## config.mk

```make
export PLATFORM = sky130hd
export DESIGN_NAME = uart_rx_to_mem_flat
export DESIGN_NICKNAME = d
export VERILOG_FILES = /design/src/rtl/uart_rx_to_mem_pkg.sv /design/src/rtl/uart_rx_to_mem_if.sv /design/src/rtl/uart_rx_to_mem_rx_byte_timer.sv /design/src/rtl/uart_rx_to_mem.sv /design/src/flat_wrapper.sv
export SDC_FILE = /design/constraint.sdc
export NUM_CORES = 1
export LEC_CHECK = 0
export CAP_MARGIN = 25
export CORE_MARGIN = 2
export CORE_UTILIZATION = 30
export CTS_CLUSTER_SIZE = 30
export DETAILED_ROUTE_END_ITERATION = 8
export GPL_TIMING_DRIVEN = 0
export HOLD_SLACK_MARGIN = 0.08
export PLACE_DENSITY = 0.55
export SLEW_MARGIN = 20
export SYNTH_ARGS = -nofsm -noshare
export SYNTH_HDL_FRONTEND = slang
export SYNTH_HIERARCHICAL = 1
export SYNTH_SLANG_ARGS = --single-unit
```

## constraint.sdc

```tcl
create_clock -name clk -period 2.6 [get_ports clk]
set_input_delay 0.52 -clock clk [delete_from_list [all_inputs] [get_ports clk]]
set_output_delay 0.52 -clock clk [all_outputs]
set_load 0.02 [all_outputs]
```

## src/rtl/uart_rx_to_mem_pkg.sv

```systemverilog
// Shared definitions for the UART-receive-to-matrix-memory loader.
// State encoding, element byte count and default inter-byte timeout.
package uart_rx_to_mem_pkg;

    typedef enum logic [2:0] {
        ST_IDLE    = 3'd0,
        ST_HI_BYTE = 3'd1,
        ST_LO_BYTE = 3'd2,
        ST_WRITE   = 3'd3,
        ST_CHECK   = 3'd4,
        ST_DONE    = 3'd5,
        ST_ERROR   = 3'd6
    } state_e;

    localparam int BYTES_PER_ELEM  = 2;
    localparam int DEFAULT_TIMEOUT = 1_000_000;

endpackage

```

## src/rtl/uart_rx_to_mem_if.sv

```systemverilog
// Byte-receive and memory-write signals of the matrix loader.
// master = loader side (consumes bytes, issues writes); slave = environment side.
interface uart_rx_to_mem_if #(
    parameter int ADDR_W = 8,
    parameter int DATA_W = 16
);
    logic              rx_valid;
    logic [7:0]        rx_byte;
    logic              write_en;
    logic [ADDR_W-1:0] write_address;
    logic [DATA_W-1:0] write_value;

    modport master (
        input  rx_valid, rx_byte,
        output write_en, write_address, write_value
    );

    modport slave (
        output rx_valid, rx_byte,
        input  write_en, write_address, write_value
    );
endinterface

```

## src/rtl/uart_rx_to_mem_rx_byte_timer.sv

```systemverilog
// Loadable saturating cycle counter: clear, load, count enable, expiry flag.
// expired is high while the count sits at MAX_COUNT-1; the count never wraps.
module rx_byte_timer #(
    parameter int MAX_COUNT = 1_000_000,
    parameter int CW        = $clog2(MAX_COUNT + 1)
) (
    input  logic          clk,
    input  logic          rst_n,
    input  logic          clr,
    input  logic          load,
    input  logic [CW-1:0] load_val,
    input  logic          en,
    output logic          expired
);
    localparam logic [CW-1:0] LIMIT = CW'(MAX_COUNT - 1);

    logic [CW-1:0] count_q, count_d;

    always_comb begin
        count_d = count_q;
        if (clr) begin
            count_d = '0;
        end else if (load) begin
            count_d = load_val;
        end else if (en && (count_q < LIMIT)) begin
            count_d = count_q + CW'(1);
        end
    end

    always_ff @(posedge clk or negedge rst_n) begin
        if (!rst_n) begin
            count_q <= '0;
        end else begin
            count_q <= count_d;
        end
    end

    assign expired = (count_q >= LIMIT);

endmodule

```

## src/rtl/uart_rx_to_mem.sv

```systemverilog
// Reassembles high-byte-first 16-bit elements from UART bytes and writes them row-major.
// Optional trailing modulo-256 checksum byte when RX_CHECKSUM_EN is defined.
module uart_rx_to_mem
    import uart_rx_to_mem_pkg::*;
#(
    parameter int ROW            = 2,
    parameter int COLUMN         = 2,
    parameter int ADDR_W         = 8,
    parameter int DATA_W         = 16,
    parameter int TIMEOUT_CYCLES = DEFAULT_TIMEOUT
) (
    input  logic              clk,
    input  logic              rst,
    input  logic              load_start,
    uart_rx_to_mem_if.master  bus,
    output logic              busy,
    output logic              done,
    output logic              err,
    output logic [ADDR_W-1:0] elem_count
);
    localparam int NUM_ELEM = ROW * COLUMN;
    localparam int ELEM_W   = BYTES_PER_ELEM * 8;

    state_e            state_q, state_d;
    logic              load_start_q;
    logic [7:0]        hi_q, hi_d;
    logic              write_en_q, write_en_d;
    logic [ADDR_W-1:0] write_address_q, write_address_d;
    logic [DATA_W-1:0] write_value_q, write_value_d;
    logic              busy_q, busy_d;
    logic              done_q, done_d;
    logic              err_q, err_d;
    logic [ADDR_W-1:0] elem_count_q, elem_count_d;
`ifdef RX_CHECKSUM_EN
    logic [7:0]        sum_q, sum_d;
`endif

    logic              rx_valid;
    logic [7:0]        rx_byte;
    logic              arm;
    logic              is_last;
    logic              arm_go, data_acc, tmr_clr, tmr_en, tmr_expired;
    logic [ELEM_W-1:0] elem_w;

    assign rx_valid = bus.rx_valid;
    assign rx_byte  = bus.rx_byte;
    assign arm      = load_start & ~load_start_q;
    assign elem_w   = {hi_q, rx_byte};
    // Compare one bit wider so a full 2^ADDR_W-element matrix still terminates.
    assign is_last  = (({1'b0, elem_count_q} + (ADDR_W + 1)'(1)) == (ADDR_W + 1)'(NUM_ELEM));
    assign tmr_clr  = arm_go | data_acc;

    always_comb begin
        state_d         = state_q;
        hi_d            = hi_q;
        write_en_d      = 1'b0;
        write_address_d = write_address_q;
        write_value_d   = write_value_q;
        busy_d          = busy_q;
        done_d          = 1'b0;
        err_d           = err_q;
        elem_count_d    = elem_count_q;
        arm_go          = 1'b0;
        data_acc        = 1'b0;
        tmr_en          = 1'b0;
`ifdef RX_CHECKSUM_EN
        sum_d           = sum_q;
`endif
        case (state_q)
            ST_IDLE, ST_ERROR: begin
                if (arm) begin
                    arm_go       = 1'b1;
                    elem_count_d = '0;
                    err_d        = 1'b0;
                    busy_d       = 1'b1;
                    state_d      = ST_HI_BYTE;
                end
            end
            ST_HI_BYTE: begin
                if (rx_valid) begin
                    data_acc = 1'b1;
                    hi_d     = rx_byte;
                    state_d  = ST_LO_BYTE;
                end else if (tmr_expired) begin
                    err_d   = 1'b1;
                    busy_d  = 1'b0;
                    state_d = ST_ERROR;
                end else begin
                    tmr_en = 1'b1;
                end
            end
            ST_LO_BYTE: begin
                if (rx_valid) begin
                    data_acc        = 1'b1;
                    write_en_d      = 1'b1;
                    write_value_d   = DATA_W'(elem_w);
                    write_address_d = elem_count_q;
                    state_d         = ST_WRITE;
                end else if (tmr_expired) begin
                    err_d   = 1'b1;
                    busy_d  = 1'b0;
                    state_d = ST_ERROR;
                end else begin
                    tmr_en = 1'b1;
                end
            end
            ST_WRITE: begin
                elem_count_d = elem_count_q + ADDR_W'(1);
                if (is_last) begin
`ifdef RX_CHECKSUM_EN
                    // A strobe landing here is already the checksum byte.
                    if (rx_valid) begin
                        if (rx_byte == sum_q) begin
                            done_d  = 1'b1;
                            busy_d  = 1'b0;
                            state_d = ST_DONE;
                        end else begin
                            err_d   = 1'b1;
                            busy_d  = 1'b0;
                            state_d = ST_ERROR;
                        end
                    end else begin
                        state_d = ST_CHECK;
                    end
`else
                    done_d  = 1'b1;
                    busy_d  = 1'b0;
                    state_d = ST_DONE;
`endif
                end else if (rx_valid) begin
                    data_acc = 1'b1;
                    hi_d     = rx_byte;
                    state_d  = ST_LO_BYTE;
                end else begin
                    state_d = ST_HI_BYTE;
                end
            end
`ifdef RX_CHECKSUM_EN
            ST_CHECK: begin
                if (rx_valid) begin
                    if (rx_byte == sum_q) begin
                        done_d  = 1'b1;
                        busy_d  = 1'b0;
                        state_d = ST_DONE;
                    end else begin
                        err_d   = 1'b1;
                        busy_d  = 1'b0;
                        state_d = ST_ERROR;
                    end
                end else if (tmr_expired) begin
                    err_d   = 1'b1;
                    busy_d  = 1'b0;
                    state_d = ST_ERROR;
                end else begin
                    tmr_en = 1'b1;
                end
            end
`endif
            ST_DONE: state_d = ST_IDLE;
            default: state_d = ST_IDLE;
        endcase
`ifdef RX_CHECKSUM_EN
        if (arm_go) begin
            sum_d = '0;
        end else if (data_acc) begin
            sum_d = sum_q + rx_byte;
        end
`endif
    end

    always_ff @(posedge clk or negedge rst) begin
        if (!rst) begin
            state_q         <= ST_IDLE;
            load_start_q    <= 1'b0;
            hi_q            <= '0;
            write_en_q      <= 1'b0;
            write_address_q <= '0;
            write_value_q   <= '0;
            busy_q          <= 1'b0;
            done_q          <= 1'b0;
            err_q           <= 1'b0;
            elem_count_q    <= '0;
`ifdef RX_CHECKSUM_EN
            sum_q           <= '0;
`endif
        end else begin
            state_q         <= state_d;
            load_start_q    <= load_start;
            hi_q            <= hi_d;
            write_en_q      <= write_en_d;
            write_address_q <= write_address_d;
            write_value_q   <= write_value_d;
            busy_q          <= busy_d;
            done_q          <= done_d;
            err_q           <= err_d;
            elem_count_q    <= elem_count_d;
`ifdef RX_CHECKSUM_EN
            sum_q           <= sum_d;
`endif
        end
    end

    rx_byte_timer #(
        .MAX_COUNT (TIMEOUT_CYCLES)
    ) u_timer (
        .clk      (clk),
        .rst_n    (rst),
        .clr      (tmr_clr),
        .load     (1'b0),
        .load_val ('0),
        .en       (tmr_en),
        .expired  (tmr_expired)
    );

    assign bus.write_en      = write_en_q;
    assign bus.write_address = write_address_q;
    assign bus.write_value   = write_value_q;
    assign busy              = busy_q;
    assign done              = done_q;
    assign err               = err_q;
    assign elem_count        = elem_count_q;

endmodule
```

## src/flat_wrapper.sv

```systemverilog
// flat-port wrapper written by rule: the top's interface ports become plain ports
module uart_rx_to_mem_flat import uart_rx_to_mem_pkg::*;
#(
    parameter int ROW            = 2,
    parameter int COLUMN         = 2,
    parameter int ADDR_W         = 8,
    parameter int DATA_W         = 16,
    parameter int TIMEOUT_CYCLES = DEFAULT_TIMEOUT
)
  (clk, rst, load_start, busy, done, err, elem_count, bus_rx_valid, bus_rx_byte, bus_write_en, bus_write_address, bus_write_value);
  uart_rx_to_mem_if #(.ADDR_W(ADDR_W), .DATA_W(DATA_W)) bus_i ();
  input  logic clk;
  input  logic rst;
  input  logic load_start;
  output logic busy;
  output logic done;
  output logic err;
  output logic [ADDR_W-1:0] elem_count;
  input wire logic [$bits(bus_i.rx_valid)-1:0] bus_rx_valid;
  input wire logic [$bits(bus_i.rx_byte)-1:0] bus_rx_byte;
  output wire logic [$bits(bus_i.write_en)-1:0] bus_write_en;
  output wire logic [$bits(bus_i.write_address)-1:0] bus_write_address;
  output wire logic [$bits(bus_i.write_value)-1:0] bus_write_value;
  assign bus_i.rx_valid = bus_rx_valid;
  assign bus_i.rx_byte = bus_rx_byte;
  assign bus_write_en = bus_i.write_en;
  assign bus_write_address = bus_i.write_address;
  assign bus_write_value = bus_i.write_value;
  uart_rx_to_mem #(.ROW(ROW), .COLUMN(COLUMN), .ADDR_W(ADDR_W), .DATA_W(DATA_W), .TIMEOUT_CYCLES(TIMEOUT_CYCLES)) u_core (.clk(clk), .rst(rst), .load_start(load_start), .bus(bus_i), .busy(busy), .done(done), .err(err), .elem_count(elem_count));
endmodule
```

* Word level (Yosys, flattened, before mapping)
Index checks and enable logic that the tools add are counted.
** Word-level totals
- RAM bits :: 0
- Flip-flop bits (word level) :: 68
- Bits in latches :: 0
- Memories :: 0
- Word-level logic and storage cells :: 77
- Output and inout port bits :: 36
- Memory bits (read-only) :: 0
** Cells by class
- $add $sub $neg :: 3
- $lt $le $gt $ge :: 2
- Equality and inequality tests :: 10
- $mul :: 0
- Reduce and logical (&&, ||, !) cells :: 14
- Bitwise logic cells :: 3
- Divide/modulo/power cells :: 0
- Multiplexer cells :: 34
- Shift-type cells :: 0
** Operators with widths (count)
- 20-bit 2-to-1 mux :: 2
- 8-bit case mux with 2 select lines :: 2
- 8-bit 2-to-1 mux :: 3
- 20-bit by 1-bit adder with 20-bit output (second input constant) :: 1
- 20-bit >= comparator (second input constant) :: 1
- 20-bit less-than comparator (second input constant) :: 1
- 1-bit 2-to-1 mux :: 17
- 3-bit 2-to-1 mux :: 5
- 3-bit case mux with 4 select lines :: 1
- 8-bit by 1-bit adder with 9-bit output (second input constant) :: 1
- 9-bit by 3-bit equality test with 1-bit output (second input constant) :: 1
- 8-bit by 1-bit adder with 8-bit output (second input constant) :: 1
- 2-bit nonzero test :: 4
- 3-bit by 2-bit equality test with 1-bit output (second input constant) :: 2
- 2-bit by 1-bit != test with 1-bit output (second input constant) :: 3
- 2-bit AND reduction :: 3
- 5-bit AND reduction :: 1
- 2-bit != test (second input constant) :: 2
- 1-bit case mux with 2 select lines :: 2
- 4-bit AND reduction :: 1
- 2-bit OR reduction :: 2
- 3-bit by 1-bit equality test with 1-bit output (second input constant) :: 1
- 3-bit equality test (second input constant) :: 1
- 3-bit logical NOT :: 1
- 7 further kinds :: 7

* Longest topological paths before layout
- Word-level depth :: 7
- Gate-level depth with buffers :: 12
- Mapped depth without buffers :: 10

* Modules after synthesis
Netlist, hierarchy kept.
** By module, submodules not included
- uart_rx_to_mem :: area an instance 2172.1 µm², instances 1, cells each 175, sequential area each 1201.2 µm²
- rx_byte_timer :: area an instance 1302.5 µm², instances 1, cells each 154, sequential area each 500.5 µm²

* Least setup slack after synthesis
OpenSTA, ideal clock, no wires.
- Kind :: reg2reg
- Start :: reg u_core.u_timer.count_q[0]
- End :: reg u_core.u_timer.count_q[19]
- Slack :: -233 ps
- Stages on the path, launching flop included :: 13
- Buffers on the path :: 2
- Period minus slack after synthesis :: 2833 ps
- Data arrival time :: 2739 ps
- Cell sequence :: dfrtp_1 -> ha_1 -> and4_1 -> buf_6 -> and3_4 -> o21ai_0 -> a21oi_1 -> nor2_1 -> nand2_1 -> o31a_1 -> buf_6 -> or4_1 -> a221oi_2
** On the way
- Word-level cells in the longest chain between the ends :: 6
- Elaborated cells between the ends (all ways) :: 10
- Classes of those cells :: add/sub (1); order compare (2); mux (5); reduce/logical (2)
** Ends and longest elaborated chain
- start: declaration :: line uart_rx_to_mem_rx_byte_timer.sv:17 : logic [CW-1:0] count_q, count_d;
- start signal: assignment :: line uart_rx_to_mem_rx_byte_timer.sv:34 : count_q <= count_d;
- 20-bit >= comparator :: line uart_rx_to_mem_rx_byte_timer.sv:38 : assign expired = (count_q >= LIMIT);
- net u_core.tmr_expired :: line uart_rx_to_mem.sv:42 : logic arm_go, data_acc, tmr_clr, tmr_en, tmr_expired;
- 1-bit 2-to-1 mux :: line uart_rx_to_mem.sv:84, uart_rx_to_mem.sv:99
- 1-bit 2-to-1 mux :: line uart_rx_to_mem.sv:80 : if (rx_valid) begin
- 1-bit 2-to-1 mux
- net u_core.tmr_en :: line uart_rx_to_mem.sv:42
- 1-bit logical AND :: line uart_rx_to_mem_rx_byte_timer.sv:25 : end else if (en && (count_q < LIMIT)) begin
- 2-bit nonzero test (no source line)
The timed path passes the listed nets, and every way through them passes these cells. The select of a mux whose other input is x is not followed.
A chain may end at the register's enable or synchronous reset.

* Worst setup path in the final report
Ends and elaborated chain as after synthesis.

==> flow_summary.json <==
{
  "status": "complete, but fails checks",
  "violations": "setup timing",
  "hold_viol": 0,
  "start_util": 0.306,
  "period_minus_slack_ns": 2.76,
  "place_congestion": 0.817,
  "grt_pass1_wl_um": 13900,
  "num_io_pins": 48,
  "ant_nets": 0,
  "grt_use_total": 0.138,
  "cp_max_fo": 6,
  "critPathLaunch": "u_core/u_timer/count_q[0]",
  "grt_max_degree": 51,
  "synthArstFlopShare": 1.00,
  "yosys_register_bits": 68,
  "avgRoutedWirePerCell_um": 14.4,
  "routed_wl_um": 8180,
  "synth_cell_types": 51,
  "hold_start": "u_core/busy",
  "via_count": 2835,
  "dr.pass1.iters": 4,
  "hold_path_class": "reg2reg",
  "synth_area_leader_cell": "dfrtp_1",
  "yosysTopAreaCellShare": 0.490,
  "clk_latency_ns": 0.33,
  "cts_buffer_depth": 2,
  "port_buffers": 47,
  "p_leak_uw": 0.00191,
  "syn-cell-area_um2": 3470,
  "setup_ws_ns": -0.159,
  "critPathKind": "reg2reg",
  "rsz0062_at_grt": "yes",
  "power.density_nw_per_um2": 1140,
  "fmax_mhz": 362,
  "initialDrtViolationCount": 141,
  "drc_errors": 0,
  "core-area_um2": 11400,
  "antenna_found_initial": 0,
  "post_drt_via_cell_ratio": 5.01,
  "ctsHtreeMaxLevel": 3,
  "die_h_um": 112,
  "fin_worst_skew_ns": 0.00547,
  "cap_violations": 0,
  "finalNetCount": 433,
  "avgSynthCellArea_um2": 10.6,
  "finalSetupTns_ns": -0.582,
  "dieWidth_um": 112,
  "place_area_um2": 4240,
  "grt_pass1_vias": 2738,
  "ir_worst_vdd_mv": 0.537,
  "yosysSeqAreaShare": 0.490,
  "setup_viol": 12,
  "path_clk_slew_ns": 0.06,
  "syn_to_final_growth_pct": 35.0,
  "slew_headroom": 0.546,
  "synth_flop_cell": "dfrtp_1",
  "fin_crit_sh": 1.06,
  "numCtsBuffers": 9,
  "worstPathArrival_ns": 3.00,
  "hold_ws_ns": 0.483,
  "drive_gt1_frac": 0.239,
  "rr_startpoint": "u_core/u_timer/count_q[0]",
  "clock_sinks": 68,
  "cts_root_buf": "clkbuf_16",
  "rows": 39,
  "dpl.hpwl_um": 5560,
  "tritoncts": "done",
  "crit_path_end_kind": "register",
  "antenna_cells": 0,
  "n_fill_cell": 1110,
  "final_util": 0.413,
  "required_ns": 2.84,
  "synth.area.top_cells": "dfrtp_1 49%, mux2_2 10%, o21ai_0 4.2%",
  "synth_warnings": 6,
  "die_area_um2": 12500,
  "worstMarginPinSlew_ns": 0.678,
  "finalPower_uw": 5340,
  "finalMaxSlewViolations": 0,
  "final_area_um2": 4690,
  "overflow": 0,
  "synth_enable_flop_cells": 0,
  "start_kind": "register",
  "synth_cells": 329
}
per-layer routing:
metal / vias up / GRT usage / routed length [um]
met5: - / 0 / 0
met4: 0 / 0.0461 / 67
met3: 8 / 0.0403 / 408
met2: 66 / 0.213 / 3820
met1: 1368 / 0.187 / 3880
li1: 1393 / - / -
power breakdown:
group / switching [uW] / internal, uW
combinational: 1180 / 1090
sequential: 350 / 1480
clock: 462 / 776
cells in the final DEF, fill, tap and decap left out, types with 9 or more instances in the layout:
| master | n |
|---|---|
| nor2_1 | 27 |
| nand2_1 | 21 |
| a311oi_1 | 12 |
| dfrtp_1 | 66 |
| clkbuf_16 | 9 |
| a21oi_1 | 11 |
| buf_2 | 9 |
| conb_1 | 21 |
| nand3_1 | 11 |
| mux2_2 | 32 |
| buf_4 | 10 |
| o21ai_0 | 28 |
| clkdlybuf4s50_1 | 46 |
repair_timing:
action | CTS | global route
setup buffers | 7 | 2
hold endpoints to repair | 18 | 0
gates resized for setup | 8 | 12
pin swaps | 13 | 10
gates cloned | 1 | 0
hold buffers | 1 | 0
endpoints found under the setup margin | 20 | 20
final timing paths:
check	to	slack, ns	cells after the start
max reg2reg	u_core/u_timer/count_q[19]	-0.16	11
min	u_core/busy	0.48	1
min reg2reg	u_core/busy	0.48	1
max	u_core/u_timer/count_q[19]	-0.16	11
min in group asynchronous	u_core/elem_count[5]	0.63	2
max in group asynchronous	u_core/bus.write_value[13]	1.44	3
sequential cells by signal (all words and copies together) (netlist names), 3 cells and up:
signal	cells
u_core/u_timer/count_q	20
u_core/bus.write_value	16
u_core/bus.write_address	8
u_core/elem_count	8
u_core/hi_q	8
u_core/state_q	3
worst max-delay path, stage by stage (launching register included):
cell	delay, ns
dfrtp_1	0.38
ha_2	0.20
and4_4	0.15
and3_4	0.20
o21ai_4	0.15
a21oi_2	0.08
nor2_2	0.10
nand2_1	0.09
o31a_1	0.39
buf_6	0.16
or4_4	0.53
a221oi_2	0.23
synthesized netlist by cell type (all sizes together) (2+ instances only):
library cell  number
a21oi             15
or4                4
mux2              32
a21o               2
a31oi              3
inv                8
a221oi             2
clkbuf             8
and2               2
nand2b             3
nand2             21
and4               5
dfrtp             68
buf               11
nor3b              2
o31a               2
a311oi            16
nor2b              4
nand4              5
and3              10
nor4               3
or3               10
nor4b              2
o31ai              6
o21ai             29
a311o              2
ha                 3
nand3             12
nor2              28
cells by family (layout without fill, tap and decap cells):
family	count (synthesis)	in the layout	synth area share
adders and majority gates	3	3	0.0108
xor gates and xnor gates	2	2	0.00504
other	1	21	0.00108
muxes	32	32	0.104
and+or+nand+nor	113	113	0.182
AOI/OAI and AO/OA	83	83	0.165
buffers and inverters	27	101	0.0421
DFF	68	68	0.490
final cells by class:
cell class	instances	area (um^2)	share of cell area
buffer	18	111	0.0237
sequential	68	1700	0.363
timing repair buffer	59	578	0.123
clock inverter	6	72.6	0.0155
clock buffer	10	239	0.0509
tap	143	179	0.0381
multi-input combinational	254	1780	0.379
inverter	8	30.0	0.00640
metrics by stage:
step,setup slack (ns),instances
6_report,-0.159,566
5_1_grt,-0.258,566
4_1_cts,-0.155,565
3_5_place_dp,-0.417,540
3_3_place_gp,-1.42,539
2_1_floorplan,-0.0666,349
Note: power is estimated with default switching activity, not from simulation.
